## config.mk

```make
export PLATFORM = sky130hd
export DESIGN_NAME = uart_rx_top
export DESIGN_NICKNAME = d
export VERILOG_FILES = /design/src/rtl/uart_rx_top.sv
export SDC_FILE = /design/constraint.sdc
export NUM_CORES = 1
export LEC_CHECK = 0
export CORE_ASPECT_RATIO = 1.5
export CORE_MARGIN = 4
export CORE_UTILIZATION = 25
export CTS_BUF_LIST = sky130_fd_sc_hd__clkbuf_4 sky130_fd_sc_hd__clkbuf_8
export CTS_CLUSTER_SIZE = 10
export DETAILED_ROUTE_END_ITERATION = 12
export HOLD_SLACK_MARGIN = 0.05
export RECOVER_POWER = 25
export SLEW_MARGIN = 20
export SYNTH_ARGS = -nofsm -noshare
export SYNTH_HDL_FRONTEND = slang
export SYNTH_SLANG_ARGS = --single-unit
```

## constraint.sdc

```tcl
create_clock -name clk -period 2.4 [get_ports clk]
set_input_delay 0.48 -clock clk [delete_from_list [all_inputs] [get_ports clk]]
set_output_delay 0.48 -clock clk [all_outputs]
set_load 0.05 [all_outputs]
```

## src/rtl/uart_rx_top.sv

```systemverilog
// uart_rx_top - receive half of a 16550-style UART.
//
// Oversamples the serial line with a 16x enable from an external baud
// generator. Deserializes 5-8 data bits LSB first, optionally checks
// parity (odd/even/stick) and the stop bit, and detects a break. One
// push strobe per frame carries the byte and its error flags to the RX
// FIFO / line-status logic.
//
// Ports:
//   clk           system clock
//   rst           synchronous active-high reset
//   baud_pulse    one-clk oversampling enable; all activity advances on it
//   rx            serial input, idle high
//   sticky_parity stick parity (expected parity bit = ~eps)
//   eps           even parity select (1 = even, 0 = odd)
//   pen           parity enable
//   wls           word length: 00=5, 01=6, 10=7, 11=8 bits
//   push          one-clk strobe: dout/pe/fe/bi updated for a new frame
//   pe, fe, bi    parity error, framing error, break of the last frame
//   dout          received data, right-justified, unused upper bits 0
//
// State      | meaning
// -----------+-----------------------------------------------------------
// S_IDLE     | line idle, waiting for a low sample
// S_START    | possible start bit, re-checked at mid-bit
// S_DATA     | shifting in data bits at mid-bit
// S_PARITY   | sampling the parity bit
// S_STOP     | sampling the stop bit, publishing the frame

module uart_rx_top #(
  parameter int OVERSAMPLE = 16
) (
  input  logic       clk,
  input  logic       rst,
  input  logic       baud_pulse,
  input  logic       rx,
  input  logic       sticky_parity,
  input  logic       eps,
  input  logic       pen,
  input  logic [1:0] wls,
  output logic       push,
  output logic       pe,
  output logic       fe,
  output logic       bi,
  output logic [7:0] dout
);

  localparam int CW = $clog2(OVERSAMPLE);
  // Terminal counts: the tick counter starts at 0 on entry to a state, so
  // the Nth tick in the state is the one that sees the count at N-1.
  localparam logic [CW-1:0] HALF_TC = CW'(OVERSAMPLE / 2 - 1);
  localparam logic [CW-1:0] FULL_TC = CW'(OVERSAMPLE - 1);
  localparam logic [CW-1:0] CNT_ONE = CW'(1);

  typedef enum logic [2:0] {
    S_IDLE,
    S_START,
    S_DATA,
    S_PARITY,
    S_STOP
  } state_t;

  state_t          state, state_nxt;
  logic [CW-1:0]   tick_cnt, tick_cnt_nxt;
  logic [2:0]      bit_cnt, bit_cnt_nxt;
  logic [7:0]      shift_reg, shift_nxt;
  logic            par_err, par_err_nxt;
  logic            par_bit, par_bit_nxt;
  logic            push_nxt, pe_nxt, fe_nxt, bi_nxt;
  logic [7:0]      dout_nxt;

  logic [2:0]      last_bit;
  logic            tc_half, tc_full;
  logic            par_exp;

  assign last_bit = 3'd4 + {1'b0, wls};
  assign tc_half  = (tick_cnt == HALF_TC);
  assign tc_full  = (tick_cnt == FULL_TC);

  // Unused upper bits of shift_reg stay 0, so the full-width reduction is
  // the parity of the received word. Even parity wants data^par == 0.
  always_comb begin
    par_exp = 1'b0;
    if (sticky_parity) par_exp = ~eps;
    else if (eps)      par_exp = ^shift_reg;
    else               par_exp = ~(^shift_reg);
  end

  always_ff @(posedge clk) begin
    if (rst) begin
      state     <= S_IDLE;
      tick_cnt  <= '0;
      bit_cnt   <= '0;
      shift_reg <= '0;
      par_err   <= 1'b0;
      par_bit   <= 1'b0;
      push      <= 1'b0;
      pe        <= 1'b0;
      fe        <= 1'b0;
      bi        <= 1'b0;
      dout      <= '0;
    end else begin
      state     <= state_nxt;
      tick_cnt  <= tick_cnt_nxt;
      bit_cnt   <= bit_cnt_nxt;
      shift_reg <= shift_nxt;
      par_err   <= par_err_nxt;
      par_bit   <= par_bit_nxt;
      push      <= push_nxt;
      pe        <= pe_nxt;
      fe        <= fe_nxt;
      bi        <= bi_nxt;
      dout      <= dout_nxt;
    end
  end

  always_comb begin
    state_nxt    = state;
    tick_cnt_nxt = tick_cnt;
    bit_cnt_nxt  = bit_cnt;
    shift_nxt    = shift_reg;
    par_err_nxt  = par_err;
    par_bit_nxt  = par_bit;
    push_nxt     = 1'b0;
    pe_nxt       = pe;
    fe_nxt       = fe;
    bi_nxt       = bi;
    dout_nxt     = dout;

    if (baud_pulse) begin
      case (state)
        S_IDLE: begin
          if (!rx) begin
            state_nxt    = S_START;
            tick_cnt_nxt = '0;
          end
        end

        S_START: begin
          if (tc_half) begin
            tick_cnt_nxt = '0;
            if (!rx) begin
              state_nxt   = S_DATA;
              bit_cnt_nxt = '0;
              shift_nxt   = '0;
              par_err_nxt = 1'b0;
              par_bit_nxt = 1'b0;
            end else begin
              // Line went back high before mid-bit: treat as noise.
              state_nxt = S_IDLE;
            end
          end else begin
            tick_cnt_nxt = tick_cnt + CNT_ONE;
          end
        end

        S_DATA: begin
          if (tc_full) begin
            tick_cnt_nxt       = '0;
            shift_nxt[bit_cnt] = rx;
            if (bit_cnt == last_bit) begin
              state_nxt = pen ? S_PARITY : S_STOP;
            end else begin
              bit_cnt_nxt = bit_cnt + 3'd1;
            end
          end else begin
            tick_cnt_nxt = tick_cnt + CNT_ONE;
          end
        end

        S_PARITY: begin
          if (tc_full) begin
            tick_cnt_nxt = '0;
            par_bit_nxt  = rx;
            par_err_nxt  = (rx != par_exp);
            state_nxt    = S_STOP;
          end else begin
            tick_cnt_nxt = tick_cnt + CNT_ONE;
          end
        end

        S_STOP: begin
          if (tc_full) begin
            tick_cnt_nxt = '0;
            push_nxt     = 1'b1;
            dout_nxt     = shift_reg;
            fe_nxt       = ~rx;
            pe_nxt       = pen & par_err;
            // Break: every sampled bit of the frame was low.
            bi_nxt       = (shift_reg == 8'h00) && (!pen || !par_bit) && !rx;
            state_nxt    = S_IDLE;
          end else begin
            tick_cnt_nxt = tick_cnt + CNT_ONE;
          end
        end

        default: begin
          state_nxt    = S_IDLE;
          tick_cnt_nxt = '0;
        end
      endcase
    end
  end

endmodule

```

==> impl_results.md, run 1 <==
* Buffers on Ports at 20
* Critical Path RT at 2.57 ns
* Number of buffers created by CTS at 5
* CTS root buffer: clkbuf_8
* Power Dens Cells at between 500 and 600 mW/mm^2
* RSZ-0062 raised after global routing: false
* Crit Path Class: primary input to flop
* DR WL/cell at between 10 and 15 microns
* Fin crit period at 2.06 ns
* Hold Fails Final Rpt at 0
* First-pass GRT wire length at a little under 7 mm
* Nature of the critical path startpoint: primary input
* DRC viols at 0
* DP Wirelength at 3.25 mm
* Syn Nets at 233
* Mapped Avg Cell Area at 8.20 sq um
* Top Family by Delay on Critical Path: buffers and inverters
* # diodes at 0
* Routed via count at between 1500 and 2000
* Clock buffer depth at 2
* Most used flip-flop cell after synthesis: dfxtp_1
* # hold bufs at CTS at 0
* Max Fclk at 484 MHz
* Core Box Area at 0.00690 sq mm
* Post-CTS setup buffer count at 0
* R2R Path Start: state[0]
* CP max-delay cell: dlygate4sd3_1
* Worst-margin pin slew at slightly above 0.7 ns
* Resize count post-CTS at 0
* Final ANT Viol Nets at 0
* Largest net degree at the start of global routing at 17
* Layout area overhead at 22.9%
* Final setup fails at 0
* Clock-pin slew on the worst setup and hold paths at 0.07 ns
* Clock skew at 0.0120 ns
* Total I/O pin count at 21
* Critical path startpoint: rx
* Slew HR at 52.7%
* Total track usage at around a tenth
* Synth unique cells at 51
* Std cell rows at 37
* CTS sink count at 32
* Top cells by area, synth: dfxtp_1, nand2_1, a21oi_1
* Die Y at 112 microns
* Class of the worst hold path: flop to flop
* Seq/Total Area, Yosys at 35.9%
* Antenna violations before repair at 0
* Max Slew Vio Count at 0
* Crit Path Max Fanout at 5
* Post-Syn Area at 0.00179 sq mm
* Layout Cells excl Fill at 320
* 1st-iter DRT viols at 74
* Chip Width at 77.0 microns
* CTS tree: built
* Total gr overflow at 0
* RD Place Congestion at 0.799
* Number of cells on the critical path at 5
* Seq cells post-synth at 32
* Cell with the most instances after synthesis: dfxtp_1
* Crit path DAT at roughly 2.2 ns
* Register-to-Register Path Depth at 4
* Die Area at ~0.0086 sq mm
* Ratio of routed vias to standard cells at 4.98
* Commonest cells post-synth: dfxtp_1, nand2_1, a21oi_1
* Reg2reg end: state[1]
* H-tree depth at 2
* Initial Util at 25.9%
* Final nets at 256
* Reg2Reg Setup Slack at 0.42 ns
* Leading area contributor after synthesis: dfxtp_1
* Total negative slack at 0 ns
* Vias in the first global route at 1521
* Placed Cells at between 300 and 400
* Yosys top cell area share at approximately 36%
* Worst setup EP type: flop
* Synth warn at 0
* Status: finished, final reports clean
* First-pass DRT Iterations at 4
* CP max stage delay at 0.61 ns
* Layout cells sized above 1 at 7.44%
* Worst VDD drop at 0.000214 V
* Max-cap violation count at 0
* CP endpoint: state[1]
* Syn Inst Count at 218
* Crit path cell chain: dlygate4sd3_1 > nor4b_1 > nand2b_1 > a311o_1 > mux2_1
* Bufs and invs on worst path at 1
* Fin crit share at 86.0%
* Worst-Skew Late Latency at 0.29 ns
* Ys async rst share at 0%
* Number of synthesized flops with an enable pin at 0
* Detailed Route WL at 4.18 mm
* P_leak at 0.000741 uW
-- where the power goes --
group	leakage, uW	switching [uW]	total [uW]	internal, uW
Sequential	0.000258	15.4	550	535
Clock	0.0000541	216	523	307
Combinational	0.000429	54.6	102	47.8
-- cells by family after synthesis --
kind of cell             Yosys count  share of synthesized area [%]
AND/OR/NAND/NOR                   89                           27.8
buffers and inverters             25                           5.67
AO/OA/AOI/OAI                     55                           20.7
multiplexers                       5                           2.87
XOR/XNOR                           6                           2.94
adder cells (fa/ha/maj)            6                           4.20
flip-flops                        32                           35.9
-- cell type report --
type                    instances  area [sq um]
fillers                       733          4700
multi-input cells             161          1040
clock buffers                   5          68.8
flip-flops and latches         32           641
clock inverters                 3          42.5
inverters                      13          48.8
well taps                      78          97.6
repair buffers                 28           253
-- how the worst min path moves through the flow --
stage | cells past startpoint | end | startpoint
floorplan | 2 | dout[5] | shift_reg[5]
global placement | 2 | bi | bi
detailed placement | 2 | bi | bi
CTS | 2 | bi | bi
global route | 2 | dout[6] | shift_reg[6]
finish | 2 | bi | bi
-- per-layer routing --
metal	up-vias	routed length, microns	part of all wire (%)	global-route usage [%]
li1	838	-	-	-
met1	713	1780	43	11.2
met2	32	2100	50	16.8
met3	12	169	4.0	2.59
met4	0	135	3.2	4.51
met5	-	0	0	0
-- stage by stage --
stage                     util (%)  hold slack (ns)  power (uW)  worst slack [ns]  cell area, sq um
after floorplan                  -            0.432         625             0.565              1790
after global placement        30.3            0.440         665             0.136              2090
after detailed placement      30.3            0.445         666             0.132              2090
after CTS                     31.9            0.455        1190             0.416              2200
after global routing          31.8            0.474        1220             0.216              2200
final                         31.8            0.453        1180             0.335              2200
-- worst register-to-register path, delay by kind of cell (launching register included) --
family	cells	cell delay, ns
flops	1	0.69
simple gates	1	0.30
compound gates	2	0.56
mux	1	0.33
-- cells in the final DEF, fill, tap and decap left out, types with 3 or more instances in the layout --
master,instances
a21oi_1,19
a31oi_1,3
buf_4,6
clkbuf_8,5
clkdlybuf4s50_1,19
dfxtp_1,32
ha_1,6
inv_1,11
mux2i_1,4
nand2_1,28
nand2b_1,6
nand3_1,11
nand4_1,3
nor2_1,9
nor2b_1,6
nor3_1,4
nor3b_1,4
o21a_1,3
o21ai_0,3
o21ai_1,5
o311ai_1,7
o32ai_1,3
xor2_1,4
Note: power is estimated with default switching activity, not from simulation.
==> run 2, diff against run 1 <==
CAP_MARGIN = 30   (was default)
==> results of run 2 <==
The final DEF is identical to that of run 1; final timing and power are the same.
